**src/rtl/sq_cub_sum_pkg.sv**
```systemverilog
// Shared encodings and widths for the a^2 + cbrt(b) block and its squarer.
package sq_cub_sum_pkg;

    localparam int A_W = 8;
    localparam int B_W = 9;
    localparam int C_W = 3;
    localparam int Y_W = 16;

    typedef enum logic [2:0] {
        IDLE    = 3'd0,
        CUB_RST = 3'd1,
        LAUNCH  = 3'd2,
        WAIT    = 3'd3,
        SUM     = 3'd4,
        DONE    = 3'd5
    } state_t;

    // True for every state between accepting an operation and presenting it.
    function automatic logic is_busy(input state_t s);
        return (s == CUB_RST) || (s == LAUNCH) || (s == WAIT) || (s == SUM);
    endfunction

endpackage

```
**src/rtl/sq_cub_sum_sqr8.sv**
```systemverilog
// 8x8 iterative squarer: one bit of a per cycle, LSB first, 16-bit accumulator.
module sqr8
    import sq_cub_sum_pkg::*;
(
    input  logic           clk_i,
    input  logic           rst_i,
    input  logic           start_i,
    input  logic [A_W-1:0] a_bi,
    output logic           ready_o,
    output logic [Y_W-1:0] y_bo
);

    logic [Y_W-1:0] acc_r;
    logic [Y_W-1:0] mcand_r;
    logic [A_W-1:0] mult_r;
    logic [2:0]     iter_r;
    logic           run_r;

    // The load cycle performs the first iteration; seven more follow, ready after the eighth.
    always_ff @(posedge clk_i or negedge rst_i) begin
        if (!rst_i) begin
            acc_r   <= '0;
            mcand_r <= '0;
            mult_r  <= '0;
            iter_r  <= '0;
            run_r   <= 1'b0;
            ready_o <= 1'b0;
        end else if (start_i) begin
            acc_r   <= a_bi[0] ? {{(Y_W-A_W){1'b0}}, a_bi} : '0;
            mcand_r <= {{(Y_W-A_W-1){1'b0}}, a_bi, 1'b0};
            mult_r  <= {1'b0, a_bi[A_W-1:1]};
            iter_r  <= 3'd1;
            run_r   <= 1'b1;
            ready_o <= 1'b0;
        end else if (run_r) begin
            if (mult_r[0]) begin
                acc_r <= acc_r + mcand_r;
            end
            mcand_r <= {mcand_r[Y_W-2:0], 1'b0};
            mult_r  <= {1'b0, mult_r[A_W-1:1]};
            iter_r  <= iter_r + 3'd1;
            if (iter_r == 3'd7) begin
                run_r   <= 1'b0;
                ready_o <= 1'b1;
            end
        end
    end

    assign y_bo = acc_r;

endmodule

```
**src/rtl/sq_cub_sum.sv**
```systemverilog
// Computes a^2 + cbrt(b): drives the external cube-root unit while sqr8 squares a in parallel.
module sq_cub_sum
    import sq_cub_sum_pkg::*;
#(
    parameter int TIMEOUT = 255
)
(
    input  logic           clk_i,
    input  logic           rst_i,
    input  logic [A_W-1:0] a_bi,
    input  logic [B_W-1:0] b_bi,
    input  logic           start_i,
    output logic           busy_o,
    output logic           ready_o,
    output logic           err_o,
    output logic [Y_W-1:0] y_bo,
    output logic           cub_rst_no,
    output logic           cub_start_o,
    output logic [B_W-1:0] cub_x_o,
    input  logic           cub_ready_i,
    input  logic [C_W-1:0] cub_y_i
);

    localparam int CNT_W = $clog2(TIMEOUT + 1);

    state_t         state_q;
    state_t         state_d;
    logic [A_W-1:0] a_r;
    logic [B_W-1:0] b_r;
    logic [C_W-1:0] c_r;
    logic           c_valid_r;
    logic [CNT_W-1:0] tmo_cnt;
    logic           cub_done;
    logic           tmo_hit;
    logic           sq_ready;
    logic [Y_W-1:0] sq_y;

    // The cube root counts as done either once captured or in the very cycle it arrives.
    assign cub_done = c_valid_r | cub_ready_i;

    // Only time the wait while the cube root is still outstanding.
    assign tmo_hit = (state_q == WAIT) && !cub_ready_i && !c_valid_r &&
                     (tmo_cnt == CNT_W'(TIMEOUT - 1));

    sqr8 u_sqr8 (
        .clk_i   (clk_i),
        .rst_i   (rst_i),
        .start_i (state_q == CUB_RST),
        .a_bi    (a_r),
        .ready_o (sq_ready),
        .y_bo    (sq_y)
    );

    // State register.
    always_ff @(posedge clk_i or negedge rst_i) begin
        if (!rst_i) begin
            state_q <= IDLE;
        end else begin
            state_q <= state_d;
        end
    end

    // Next-state logic; start is honoured only in IDLE and DONE.
    always_comb begin
        state_d = state_q;
        case (state_q)
            IDLE:    if (start_i) state_d = CUB_RST;
            CUB_RST: state_d = LAUNCH;
            LAUNCH:  state_d = WAIT;
            WAIT: begin
                if (tmo_hit) begin
                    state_d = DONE;
                end else if (cub_done && sq_ready) begin
                    state_d = SUM;
                end
            end
            SUM:     state_d = DONE;
            DONE:    if (start_i) state_d = CUB_RST;
            default: state_d = IDLE;
        endcase
    end

    // Operand latch, cube-root capture, timeout counter and the final sum.
    always_ff @(posedge clk_i or negedge rst_i) begin
        if (!rst_i) begin
            a_r       <= '0;
            b_r       <= '0;
            c_r       <= '0;
            c_valid_r <= 1'b0;
            tmo_cnt   <= '0;
            y_bo      <= '0;
            err_o     <= 1'b0;
        end else begin
            case (state_q)
                IDLE, DONE: begin
                    if (start_i) begin
                        a_r       <= a_bi;
                        b_r       <= b_bi;
                        c_valid_r <= 1'b0;
                        err_o     <= 1'b0;
                        y_bo      <= '0;
                    end
                end
                LAUNCH: begin
                    tmo_cnt   <= '0;
                    c_valid_r <= 1'b0;
                end
                WAIT: begin
                    if (cub_ready_i) begin
                        c_r       <= cub_y_i;
                        c_valid_r <= 1'b1;
                    end else if (!c_valid_r) begin
                        tmo_cnt <= tmo_cnt + CNT_W'(1);
                    end
                    if (tmo_hit) begin
                        err_o <= 1'b1;
                        y_bo  <= '0;
                    end
                end
                SUM: begin
                    y_bo <= sq_y + {{(Y_W-C_W){1'b0}}, c_r};
                end
                default: begin
                end
            endcase
        end
    end

    assign busy_o      = is_busy(state_q);
    assign ready_o     = (state_q == DONE);
    assign cub_start_o = (state_q == LAUNCH);
    assign cub_x_o     = b_r;
    assign cub_rst_no  = rst_i & (state_q != CUB_RST);

endmodule

```
**config.mk**
```make
export PLATFORM = sky130hd
export DESIGN_NAME = sq_cub_sum
export DESIGN_NICKNAME = d
export VERILOG_FILES = /design/src/rtl/sq_cub_sum_pkg.sv /design/src/rtl/sq_cub_sum_sqr8.sv /design/src/rtl/sq_cub_sum.sv
export SDC_FILE = /design/constraint.sdc
export NUM_CORES = 1
export LEC_CHECK = 0
export BUFFER_PORTS_ARGS = -buffer_cell sky130_fd_sc_hd__buf_4
export CORE_MARGIN = 2
export CORE_UTILIZATION = 59
export DETAILED_ROUTE_END_ITERATION = 7
export PLACE_DENSITY = 0.9
export SLEW_MARGIN = 20
export SYNTH_ARGS = -nofsm -noshare
export SYNTH_HDL_FRONTEND = slang
export SYNTH_SLANG_ARGS = --single-unit
```
**constraint.sdc**
```tcl
create_clock -name clk_i -period 2.43 [get_ports clk_i]
set_input_delay 0 -clock clk_i [delete_from_list [all_inputs] [get_ports clk_i]]
set_output_delay 0 -clock clk_i [all_outputs]
set_load 0.01 [all_outputs]
```
* Word level (Yosys, flattened, before mapping)
Cells that the tools add are included.
Cells by class: add/sub/neg operators 4, equality and inequality tests 14, mux-type cells 31, bitwise logic cells 2, reduce and logical (&&, ||, !) cells 27
Operators by type and width (count):
- two-way mux 16 bit | 7
- one-hot mux 16 bit (3 select lines) | 1
- two-way mux 8 bit | 5
- adder 16 bit | 1
- adder 16 x 3 -> 16 bit | 1
- one-hot mux 8 bit (2 select lines) | 1
- two-way mux 3 bit | 5
- one-hot mux 3 bit (5 select lines) | 1
- AND reduction 3 bit | 4
- AND reduction 2 bit | 5
- nonzero test 2 bit | 5
- == test 3 bit (second input constant) | 3
- two-way mux 1 bit | 9
- adder 8 x 1 -> 8 bit (second input constant) | 1
- == test 8 bit (second input constant) | 1
- inequality test 2 bit (second input constant) | 4
- == test 3 x 2 -> 1 bit (second input constant) | 2
- nonzero test 3 bit | 2
- logical AND 1 bit | 4
- adder 3 x 1 -> 3 bit (second input constant) | 1
- == test 3 x 1 -> 1 bit (second input constant) | 1
- zero test 3 bit | 1
- logical OR 1 bit | 3
- inequality test 3 x 1 -> 1 bit (second input constant) | 1
- 8 further kinds | 9
Word-level totals: flip-flop bits (word level) 94, input port bits 24, output and inout bits 30, logic and storage cells 92

* Longest topological paths before layout
Gate-level depths: netlist of run 1.
word-level depth 6, gate-level depth with buffers 10

* By module
From an unflattened synthesis of run 1, not the netlist that was laid out.
Second synthesis, totals: cell total of the unflattened synthesis 511, area total of the unflattened synthesis 5171.2 sq um
By module, submodules not included:
- sqr8 | times used 1, cells an instance 277, area each 2627.5 sq um, sequential area each 1076.0 sq um
- sq_cub_sum | times used 1, cells an instance 234, area each 2543.7 sq um, sequential area each 1226.2 sq um

* Worst setup path before layout of run 1
OpenSTA, ideal clock, no wires.
path type register to register, start point register u_sqr8.acc_r[1], in the netlist u_sqr8.y_bo[1], end point register u_sqr8.acc_r[13], in the netlist u_sqr8.y_bo[13], arrival time 1953 ps, required time 2294 ps, path slack 342 ps, cell stages (with the launch flop) 11, clock period less this slack 2088 ps, cell sequence dfrtp_1 > ha_1 > inv_1 > fa_1 > nor2b_4 > o2111ai_2 > nand3_2 > a21boi_2 > o41ai_2 > xnor2_1 > a21oi_1
On the way: cells in the longest elaborated chain, start to end 4
RTL lines:
- from (decl) | line sq_cub_sum_sqr8.sv:13 | logic [Y_W-1:0] acc_r;
- from (signal assigned) | line sq_cub_sum_sqr8.sv:29 | acc_r <= a_bi[0] ? {{(Y_W-A_W){1'b0}}, a_bi} : '0;
- from (signal assigned) | line sq_cub_sum_sqr8.sv:37 | acc_r <= acc_r + mcand_r;
- adder 16 bit | line sq_cub_sum_sqr8.sv:37
- two-way mux 16 bit | line sq_cub_sum_sqr8.sv:36 | if (mult_r[0]) begin
- two-way mux 16 bit | line sq_cub_sum_sqr8.sv:35 | end else if (run_r) begin
- two-way mux 16 bit | line sq_cub_sum_sqr8.sv:28 | end else if (start_i) begin
Every way passes these cells. The select of a mux whose other input is x is not followed. A chain may end at the register's enable or synchronous reset.

* Worst setup path in the final report of run 1
start point register u_sqr8.acc_r[7], in the netlist u_sqr8.y_bo[7], end point register u_sqr8.acc_r[15], in the netlist u_sqr8.y_bo[15]
Same word-level chain as after synthesis.

==> impl_metrics.py, run 1 <==
metrics = {
    "outcome": {
        "status": "complete, no violations",
    },
    "setup_path": {
        "cp-start-kind": "register",
        "slowest_delay_ns": 0.49,
        "r2r_end": "u_sqr8.y_bo[15]",
        "reg2reg_depth": 8,
        "reg2reg_from": "u_sqr8.y_bo[7]",
        "critPathKind": "reg2reg",
        "crit_required_ns": 2.72,
        "critPathMaxFanout": 5,
        "crit_slowest_cell": "dfrtp_1",
        "worstPathCellList": "ha_1, and2_1, nand2_1, nor3_1, a221oi_2, xor2_1, or3_1, a21oi_1",
        "worst_ep_arrival_time_ns": 2.61,
        "end_kind": "register",
        "r2r_slack_ns": 0.12,
    },
    "sta": {
        "slew_headroom_pct": 56.3,
        "rsz0062_at_grt": "no",
        "fmax_ghz": 0.432,
        "fin_crit_sh_pct": 95.2,
        "finalHoldViolations": 0,
        "min_period_ns": 2.31,
        "setup_viol_count_final": 0,
        "fin_skew_ns": 0.0152,
        "worst_pin_slew_ns": 0.655,
        "tns_ns": 0,
        "slew_viol_final": 0,
        "whs_ns": 0.0565,
    },
    "pwr": {
        "power_switching_mw": 0.618,
        "pwr-share-seq_pct": 57.7,
        "cellInternalPower_mw": 2.08,
        "swShare_pct": 22.9,
        "p_per_area_mw_per_mm2": 470,
        "p_clk_share_pct": 37.6,
        "combPwrFrac_pct": 4.7,
        "peakVddDrop_mv": 0.398,
        "total_leakage_power_nw": 2.74,
    },
    "logic_synthesis": {
        "netlist_top_cells_area": "dfrtp_1 48%, ha_1 5.5%, a21oi_1 5.0%, mux2i_1 4.8%, mux2_2 4.7%",
        "netlist_area_mm2": 0.00481,
        "ys_seq_area_share_pct": 47.9,
        "synthesis.instances": 469,
        "yosysWarnings": 0,
        "async_reset_ff_share_pct": 100,
        "yosysUniqueCellTypes": 56,
        "syn_avg_cell_area_um2": 10.3,
        "synth_nets": 516,
        "yosysTopAreaCell": "dfrtp_1",
        "synth_edf_count": 0,
        "synthFlopType": "dfrtp_1",
        "synth_top_area_share_pct": 47.9,
        "ys_seq_elements": 92,
    },
    "global_route": {
        "grt_use_total_pct": 26.4,
        "grt_pass1_vias": 3725,
        "overflow": 0,
        "grt_max_degree": 41,
        "antenna_found_initial": 0,
        "grt_pass1_wl_um": 18100,
    },
    "floorplan": {
        "die_y_um": 94.3,
        "die_w_um": 94.3,
        "io_pins": 54,
        "start_util_pct": 61.6,
        "dieArea_mm2": 0.00889,
        "core_mm2": 0.00781,
        "rows": 32,
    },
    "routing": {
        "drc": 0,
        "wl_per_cell_um": 16.8,
        "dr.pass1.iters": 5,
        "wirelength_um": 11000,
        "vias_per_cell": 5.93,
        "antenna_left": 0,
        "drt_iter0_markers": 291,
        "num_vias": 3867,
    },
    "clock_network": {
        "clock_sinks": 92,
        "cts-htree-levels": 3,
        "cts_max_path_buffers": 2,
        "cts_tree": "done",
        "clkSlewWorstSetupHoldPaths_ns": 0.09,
        "cts_buffers": 9,
        "cts_root_buf": "clkbuf_8",
        "worst_skew_pair.late_latency_ns": 0.37,
    },
    "place": {
        "placed_cells": 614,
        "dp_hpwl_um": 7310,
        "gp_congestion": 0.858,
        "io_buffers": 53,
    },
    "run": {
        "cap_violations": 0,
    },
    "cells_and_area": {
        "area_growth_pct": 19.3,
        "fillers": 499,
        "antenna_cells": 0,
        "nNetsFinal": 593,
        "layout.cells.non_filler": 652,
        "final_layout_size_suffix_gt1_share_pct": 20.5,
    },
    "hold_path": {
        "hold_start": "cub_ready_i",
        "hold-path-endpoint": "c_valid_r",
        "hp-class": "in2reg",
        "whs_path_depth": 3,
    },
}
-- area by class of cell --
type / instances / area [µm²] / area share [%]
sequential: 92 / 2300 / 40.1
timing repair buffer: 84 / 686 / 11.9
clock inverter: 6 / 66.3 / 1.16
inverter: 16 / 60.1 / 1.05
multi-input combinational: 343 / 2370 / 41.3
tap: 102 / 128 / 2.22
clock buffer: 9 / 124 / 2.16
-- cell usage in the layout, fill, tap and decap left out, types with 3 or more instances in the layout --
master         synthesis  routed
nor3_1                 4       4
nand2_1               46      46
nor2_1                39      39
mux2_2                20      20
nand2b_1               3       3
o22ai_1                3       3
nand4_1                5       5
a21o_1                 5       5
nand3_1               12      12
ha_1                  21      21
dlygate4sd3_1          0      22
xnor2_1               11      11
dfrtp_1               92      92
nor2b_1                3       3
xor2_1                18      18
a21oi_1               48      48
and3_1                 5       5
clkinv_4               0       3
mux2i_1               23      23
inv_1                 15      15
o21ai_0               33      33
buf_4                  4      62
or3_1                  4       4
clkbuf_8               0       9
and2_1                 3       3
-- cell usage after synthesis, types with 2 or more instances --
library cell and count:
xnor2_1 11, a32o_1 2, and3_1 5, o31ai_1 2, a21o_1 5, nand4_1 5, mux2_2 20, nand2b_1 3
a31oi_1 2, nand2_1 46, buf_2 2, o21ai_1 2, dfrtp_1 92, o22ai_1 3, nor3_1 4, o21a_1 2
inv_1 15, nor2_1 39, o21bai_1 2, buf_4 4, ha_1 21, o21ai_0 33, xor2_1 18, a21oi_2 2
nand3_1 12, mux2i_1 23, nor2b_1 3, buf_1 3, or3_1 4, fa_1 2, clkbuf_1 8, and2_1 3
a21oi_1 48
-- what timing repair did --
action | in CTS | in global routing
endpoints found under the hold margin | 113 | 0
buffers inserted | 0 | 1
hold buffers | 22 | 0
setup endpoints to repair | 0 | 3
gates resized for setup | 0 | 2
-- routing by layer --
layer  global-route usage [%]  vias up  wire length, µm
met5                        0        -                0
met4                     11.5        0              276
met3                     4.01       34              664
met2                     44.2      166             5400
met1                     34.3     1863             4630
li1                         -     1804                -
-- critical path, delay by kind of cell, from the launching register on --
| kind | cells | cell delay [ns] |
|---|---|---|
| fa+ha+maj | 1 | 0.41 |
| simple gates | 4 | 0.92 |
| xor+xnor | 1 | 0.17 |
| compound gates | 2 | 0.24 |
| flops | 1 | 0.49 |
-- state kept, by name (all words and copies together), names as in the netlist, 3 cells and up --
name and flops:
u_sqr8.iter_r 3, u_sqr8.y_bo 16, a_r 8, c_r 3, state_q 3, tmo_cnt 8
y_bo 16, u_sqr8.mcand_r 15, u_sqr8.mult_r 7, cub_x_o 9
-- power by group through the flow --
stage / sequential, mW / clock, mW / combinational (mW)
final: 1.55 / 1.02 / 0.127
after global routing: 1.56 / 1.10 / 0.141
after CTS: 1.55 / 1.01 / 0.125
after detailed placement: 1.58 / 0 / 0.0958
after global placement: 1.58 / 0 / 0.0923
after floorplan: 1.58 / 0 / 0.0267
-- cells by family (layout without fill, tap and decap cells) --
| group | Yosys count | after routing | synth area share (%) |
|---|---|---|---|
| and+or+nand+nor | 131 | 131 | 12.8 |
| AOI/OAI and AO/OA | 116 | 116 | 15.0 |
| DFF | 92 | 92 | 47.9 |
| muxes | 43 | 43 | 9.47 |
| buffers and inverters | 34 | 115 | 3.04 |
| xor gates and xnor gates | 29 | 29 | 5.28 |
| adders and majority gates | 24 | 24 | 6.50 |
-- worst max-delay path by stage --
| stage | from | end | slack (ns) | depth (start not counted) |
|---|---|---|---|---|
| after floorplan | u_sqr8.y_bo[1] | u_sqr8.y_bo[13] | 0.34 | 10 |
| after global placement | u_sqr8.y_bo[1] | u_sqr8.y_bo[13] | 0.25 | 10 |
| after detailed placement | u_sqr8.y_bo[1] | u_sqr8.y_bo[11] | 0.13 | 10 |
| after CTS | u_sqr8.y_bo[1] | u_sqr8.y_bo[11] | 0.10 | 10 |
| after global routing | u_sqr8.y_bo[1] | u_sqr8.y_bo[11] | 0.006 | 10 |
| final | u_sqr8.y_bo[7] | u_sqr8.y_bo[15] | 0.12 | 8 |
-- per-stage QoR --
step	setup WS, ns	total power [mW]	util, %	area, µm²
6_report	0.117	2.70	73.5	5740
5_1_grt	0.00610	2.80	73.5	5740
4_1_cts	0.105	2.69	73.3	5720
3_5_place_dp	0.132	1.68	68.0	5310
3_3_place_gp	0.252	1.68	68.0	5310
2_1_floorplan	0.342	1.61	-	4810
Power figures use the tool's default switching activity.
==> run 2: changes to the inputs <==
==> constraint.sdc (replaced) <==
create_clock -name clk_i -period 2.25 [get_ports clk_i]
set_input_delay 0 -clock clk_i [delete_from_list [all_inputs] [get_ports clk_i]]
set_output_delay 0 -clock clk_i [all_outputs]
set_load 0.01 [all_outputs]
==> impl_metrics.py, run 2 (synthesis gave the netlist of run 1 again) <==
metrics = {
    "cells_and_area": {
        "regArea_mm2": 0.00230,
        "layout_commonest_cell": "dfrtp_1",
        "area_growth_pct": 21.7,
        "fillers": 507,
        "layout.cells.non_filler": 663,
        "antenna_cells": 0,
        "final_layout_size_suffix_gt1_share_pct": 23.5,
        "final_area_mm2": 0.00586,
        "nNetsFinal": 603,
        "final_cell_mix": "92 x dfrtp_1, 72 x buf_4, 46 x nand2_1",
        "multi_input_area_mm2": 0.00242,
        "top_regs": "u_sqr8.y_bo: 16 flops, y_bo: 16 flops, u_sqr8.mcand_r: 15 flops",
    },
    "setup_path": {
        "worst_ep_arrival_time_ns": 2.58,
        "cp-start-kind": "register",
        "path_delay_family": "simple AND/OR/NAND/NOR gates",
        "crit_slowest_cell": "dfrtp_1",
        "path_buf_inv": 1,
        "end_kind": "register",
        "slowest_delay_ns": 0.39,
        "reg2reg_depth": 10,
        "cp.depth": 10,
        "critPathKind": "reg2reg",
        "crit_required_ns": 2.56,
        "worstPathCellList": "ha_2, inv_2, fa_2, nor2b_4, o2111ai_2, nand3_2, a221oi_2, xor2_1, or3_1, a21oi_2",
        "critPathMaxFanout": 3,
    },
    "sta": {
        "min_period_ns": 2.28,
        "setup_slack_ns": -0.0286,
        "fin_crit_sh_pct": 101,
        "setup_viol_count_final": 1,
        "worst_pin_slew_ns": 0.616,
        "slew_headroom_pct": 58.8,
        "fmax_ghz": 0.439,
        "rsz0062_at_grt": "yes",
        "finalHoldViolations": 0,
        "fin_skew_ns": 0.0176,
        "slew_viol_final": 0,
    },
    "place": {
        "placed_cells": 621,
        "io_buffers": 53,
        "gp_congestion": 0.888,
        "placed_area_mm2": 0.00536,
        "place_ws_ns": 0.0301,
        "dp_hpwl_um": 7350,
    },
    "clock_network": {
        "cts_max_path_buffers": 2,
        "cts_tree": "done",
        "cts-htree-levels": 3,
        "cts_root_buf": "clkbuf_8",
        "worst_skew_pair.late_latency_ns": 0.38,
        "clkSlewWorstSetupHoldPaths_ns": 0.11,
        "cts_buffers": 9,
        "clock_sinks": 92,
    },
    "routing": {
        "wirelength_um": 11600,
        "drc": 0,
        "wl_per_cell_um": 17.4,
        "vias_per_cell": 5.96,
        "top_layer": "met4",
        "wl_met3_um": 666,
        "dr_wl_met2_um": 5860,
        "dr.pass1.iters": 5,
        "drt_iter0_markers": 444,
        "antenna_left": 0,
        "num_vias": 3953,
        "met1_length_um": 4670,
    },
    "outcome": {
        "status": "finished with violations",
        "violations": "setup timing",
    },
    "global_route": {
        "grt_max_degree": 40,
        "grt_pass1_vias": 3842,
        "grt_use_total_pct": 26.6,
        "antenna_found_initial": 0,
        "grt_pass1_wl_um": 18300,
        "overflow": 0,
    },
    "floorplan": {
        "die_y_um": 94.3,
        "io_pins": 54,
        "core_mm2": 0.00781,
        "die_w_um": 94.3,
        "start_util_pct": 61.6,
        "rows": 32,
        "dieArea_mm2": 0.00889,
    },
    "pwr": {
        "p_per_area_mw_per_mm2": 497,
        "peakVddDrop_mv": 0.365,
        "total_leakage_power_nw": 2.78,
        "total_power_mw": 2.91,
    },
    "hold_path": {
        "whs_path_depth": 3,
        "hp-class": "in2reg",
    },
    "run": {
        "cap_violations": 0,
    },
}
[run 2: repair_timing]
| action | 4_1_cts | 5_1_grt |
|---|---|---|
| endpoints found under the setup margin | 1 | 4 |
| hold buffers | 22 | 0 |
| resized for setup | 0 | 12 |
| endpoints found under the hold margin | 57 | 0 |
| setup buffers | 0 | 4 |
| pin swaps | 1 | 7 |
[run 2: stage by stage]
stage                     TNS, ns  util (%)  hold slack, ns
final                     -0.0286      75.0          0.0616
after global routing       -0.146      75.0          0.0822
after CTS                       0      73.9          0.0348
after detailed placement        0      68.7       -0.000845
after global placement          0      68.7         -0.0107
after floorplan                 0         -          -0.296
[run 2: metal layers]
layer | vias to the layer above | GRT usage (%)
met5 | - | 0
met4 | 0 | 9.78
met3 | 39 | 4.25
met2 | 171 | 46.1
met1 | 1920 | 33.7
li1 | 1823 | -
[run 2: worst min-delay path: stages]
cell and delay (ns):
buf_4 0.13, nand3_1 0.21, nand2_1 0.07
[run 2: path summary, 6_finish.rpt]
| kind | from | endpoint | slack (ns) |
|---|---|---|---|
| setup / recovery | u_sqr8.y_bo[1] | u_sqr8.y_bo[15] | -0.03 |
| hold / removal | cub_ready_i | c_valid_r | 0.06 |
| setup reg to reg | u_sqr8.y_bo[1] | u_sqr8.y_bo[15] | -0.03 |
| hold reg to reg | y_bo[8] | y_bo[8] | 0.48 |
| max in group asynchronous | rst_i | u_sqr8.y_bo[9] | 1.35 |
| min in group asynchronous | rst_i | cub_x_o[7] | 0.14 |
[run 2: layout make-up]
cell class | count | share of cell area (%)
multi-input cells | 343 | 41.3
flip-flops and latches | 92 | 39.3
repair buffers | 94 | 13.0
well taps | 102 | 2.18
clock buffers | 9 | 2.11
clock inverters | 7 | 1.13
inverters | 16 | 1.03
[run 2: power by group]
group / leakage, nW / switching (mW) / internal (mW)
combinational: 1.52 / 0.0650 / 0.0724
clock: 0.0922 / 0.660 / 0.432
sequential: 1.18 / 0.0164 / 1.66
==> run 3: changes to the inputs <==
==> constraint.sdc (replaced) <==
create_clock -name clk_i -period 2.1 [get_ports clk_i]
set_input_delay 0 -clock clk_i [delete_from_list [all_inputs] [get_ports clk_i]]
set_output_delay 0 -clock clk_i [all_outputs]
set_load 0.01 [all_outputs]
==> impl_metrics.py, run 3 (synthesis gave the netlist of run 1 again) <==
metrics = {
    "cells_and_area": {
        "final_layout_size_suffix_gt1_share_pct": 25.7,
        "antenna_cells": 0,
        "layout.cells.non_filler": 677,
        "area_growth_pct": 25.3,
        "nNetsFinal": 617,
        "top_regs": "u_sqr8.y_bo: 16 flops, y_bo: 16 flops, u_sqr8.mcand_r: 15 flops",
        "final_cell_mix": "92 x dfrtp_1, 85 x buf_4, 46 x a21oi_1",
        "layout_commonest_cell": "dfrtp_1",
    },
    "global_route": {
        "grt_pass1_vias": 3930,
        "overflow": 0,
        "grt_pass1_wl_um": 19400,
        "grt_max_degree": 48,
        "antenna_found_initial": 0,
        "grt_use_total_pct": 28.7,
    },
    "clock_network": {
        "clock_sinks": 92,
        "cts-htree-levels": 3,
        "cts_buffers": 9,
        "clkSlewWorstSetupHoldPaths_ns": 0.10,
        "worst_skew_pair.late_latency_ns": 0.38,
        "cts_tree": "done",
        "cts_root_buf": "clkbuf_8",
        "cts_max_path_buffers": 2,
    },
    "sta": {
        "worst_pin_slew_ns": 0.708,
        "slew_headroom_pct": 52.7,
        "setup_slack_ns": -0.209,
        "fin_crit_sh_pct": 110,
        "finalHoldViolations": 0,
        "fin_skew_ns": 0.0217,
        "min_period_ns": 2.31,
        "fmax_ghz": 0.433,
        "slew_viol_final": 0,
        "setup_viol_count_final": 3,
        "rsz0062_at_grt": "yes",
    },
    "outcome": {
        "violations": "setup timing",
        "status": "finished with violations",
    },
    "floorplan": {
        "dieArea_mm2": 0.00889,
        "io_pins": 54,
        "core_mm2": 0.00781,
        "die_w_um": 94.3,
        "rows": 32,
        "die_y_um": 94.3,
        "start_util_pct": 61.6,
    },
    "pwr": {
        "total_leakage_power_nw": 2.88,
        "peakVddDrop_mv": 0.647,
        "total_power_mw": 3.33,
        "p_per_area_mw_per_mm2": 552,
    },
    "setup_path": {
        "r2r_slack_ns": -0.21,
        "reg2reg_depth": 8,
        "cp-start-kind": "register",
        "reg2reg_from": "u_sqr8.mcand_r[7]",
        "end_kind": "register",
        "critPathMaxFanout": 4,
        "critPathKind": "reg2reg",
        "r2r_end": "u_sqr8.y_bo[15]",
        "crit_required_ns": 2.40,
        "worst_ep_arrival_time_ns": 2.61,
    },
    "routing": {
        "drt_iter0_markers": 386,
        "vias_per_cell": 5.86,
        "drc": 0,
        "wl_per_cell_um": 17.4,
        "dr.pass1.iters": 5,
        "antenna_left": 0,
        "num_vias": 3967,
        "wirelength_um": 11800,
    },
    "place": {
        "dp_hpwl_um": 7450,
        "io_buffers": 53,
        "placed_cells": 633,
        "gp_congestion": 0.873,
    },
    "hold_path": {
        "hp-class": "in2reg",
        "hold_start": "cub_ready_i",
        "whs_path_depth": 3,
        "hold-path-endpoint": "c_valid_r",
    },
    "run": {
        "cap_violations": 0,
    },
}
==> run 3: cell types whose count changed in the layout (fill, tap and decap cells not counted), moves of 2 or more <==
cell | before | now
buf_4 | 72 | 85
inv_8 | 3 | 1
o21ai_0 | 33 | 31
bufinv_16 | 0 | 2
==> run 3: how the worst max path moves through the flow <==
| stage | from | endpoint | slack [ns] | cells past startpoint |
|---|---|---|---|---|
| 6_report | u_sqr8.mcand_r[7] | u_sqr8.y_bo[15] | -0.21 | 8 |
| 5_1_grt | u_sqr8.mcand_r[8] | u_sqr8.y_bo[15] | -0.33 | 8 |
| 4_1_cts | u_sqr8.mcand_r[1] | u_sqr8.y_bo[15] | -0.04 | 10 |
| 3_5_place_dp | u_sqr8.y_bo[1] | u_sqr8.y_bo[11] | -0.05 | 10 |
| 3_3_place_gp | u_sqr8.y_bo[1] | u_sqr8.y_bo[13] | 0.003 | 10 |
| 2_1_floorplan | u_sqr8.y_bo[1] | u_sqr8.y_bo[13] | 0.01 | 10 |
==> run 3: timing repair <==
action	4_1_cts	5_1_grt
hold buffers	22	0
pin swaps	10	6
hold endpoints to repair	66	0
resized for setup	6	11
endpoints found under the setup margin	3	17
setup buffers	2	4
==> run 3: power breakdown <==
part           leakage, nW  internal [mW]  switching [mW]
clock network        0.112          0.689           0.686
logic                 1.59         0.0809          0.0701
registers             1.18           1.78          0.0157
total                 2.88           2.55           0.772
==> run 3: through the flow <==
stage                     area, µm²  worst slack [ns]  utilization [%]  hold WS, ns  TNS, ns
final                          6030            -0.209             77.2       0.0343   -0.357
after floorplan                4810            0.0116                -       -0.296        0
after global placement         5470           0.00299             70.0       0.0296        0
after detailed placement       5470           -0.0474             70.0       0.0334   -0.109
after CTS                      5950           -0.0389             76.2       0.0336  -0.0682
after global routing           6030            -0.334             77.2       0.0572   -0.945
==> run 3: metal layers <==
| layer | wire, µm | vias to the layer above | track usage (%) |
|---|---|---|---|
| met1 | 4760 | 1898 | 36.6 |
| met3 | 744 | 34 | 5.46 |
| met4 | 376 | 0 | 14.0 |
| li1 | - | 1859 | - |
| met2 | 5910 | 176 | 47.3 |
| met5 | 0 | - | 0 |
==> run 3: final cells by class <==
class | instances | area, µm²
multi-input combinational | 343 | 2430
sequential | 92 | 2300
fill | 465 | 1780
timing repair buffer | 108 | 878
tap | 102 | 128
clock buffer | 9 | 124
clock inverter | 7 | 105
inverter | 16 | 60.1
==> run 3: worst max-delay path, stage by stage, from the launching register on <==
cell,delay (ns)
dfrtp_1,0.41
ha_1,0.36
and2_1,0.31
nand2_1,0.13
nor3_1,0.24
a221oi_2,0.11
xor2_1,0.18
or3_1,0.36
a21oi_2,0.14
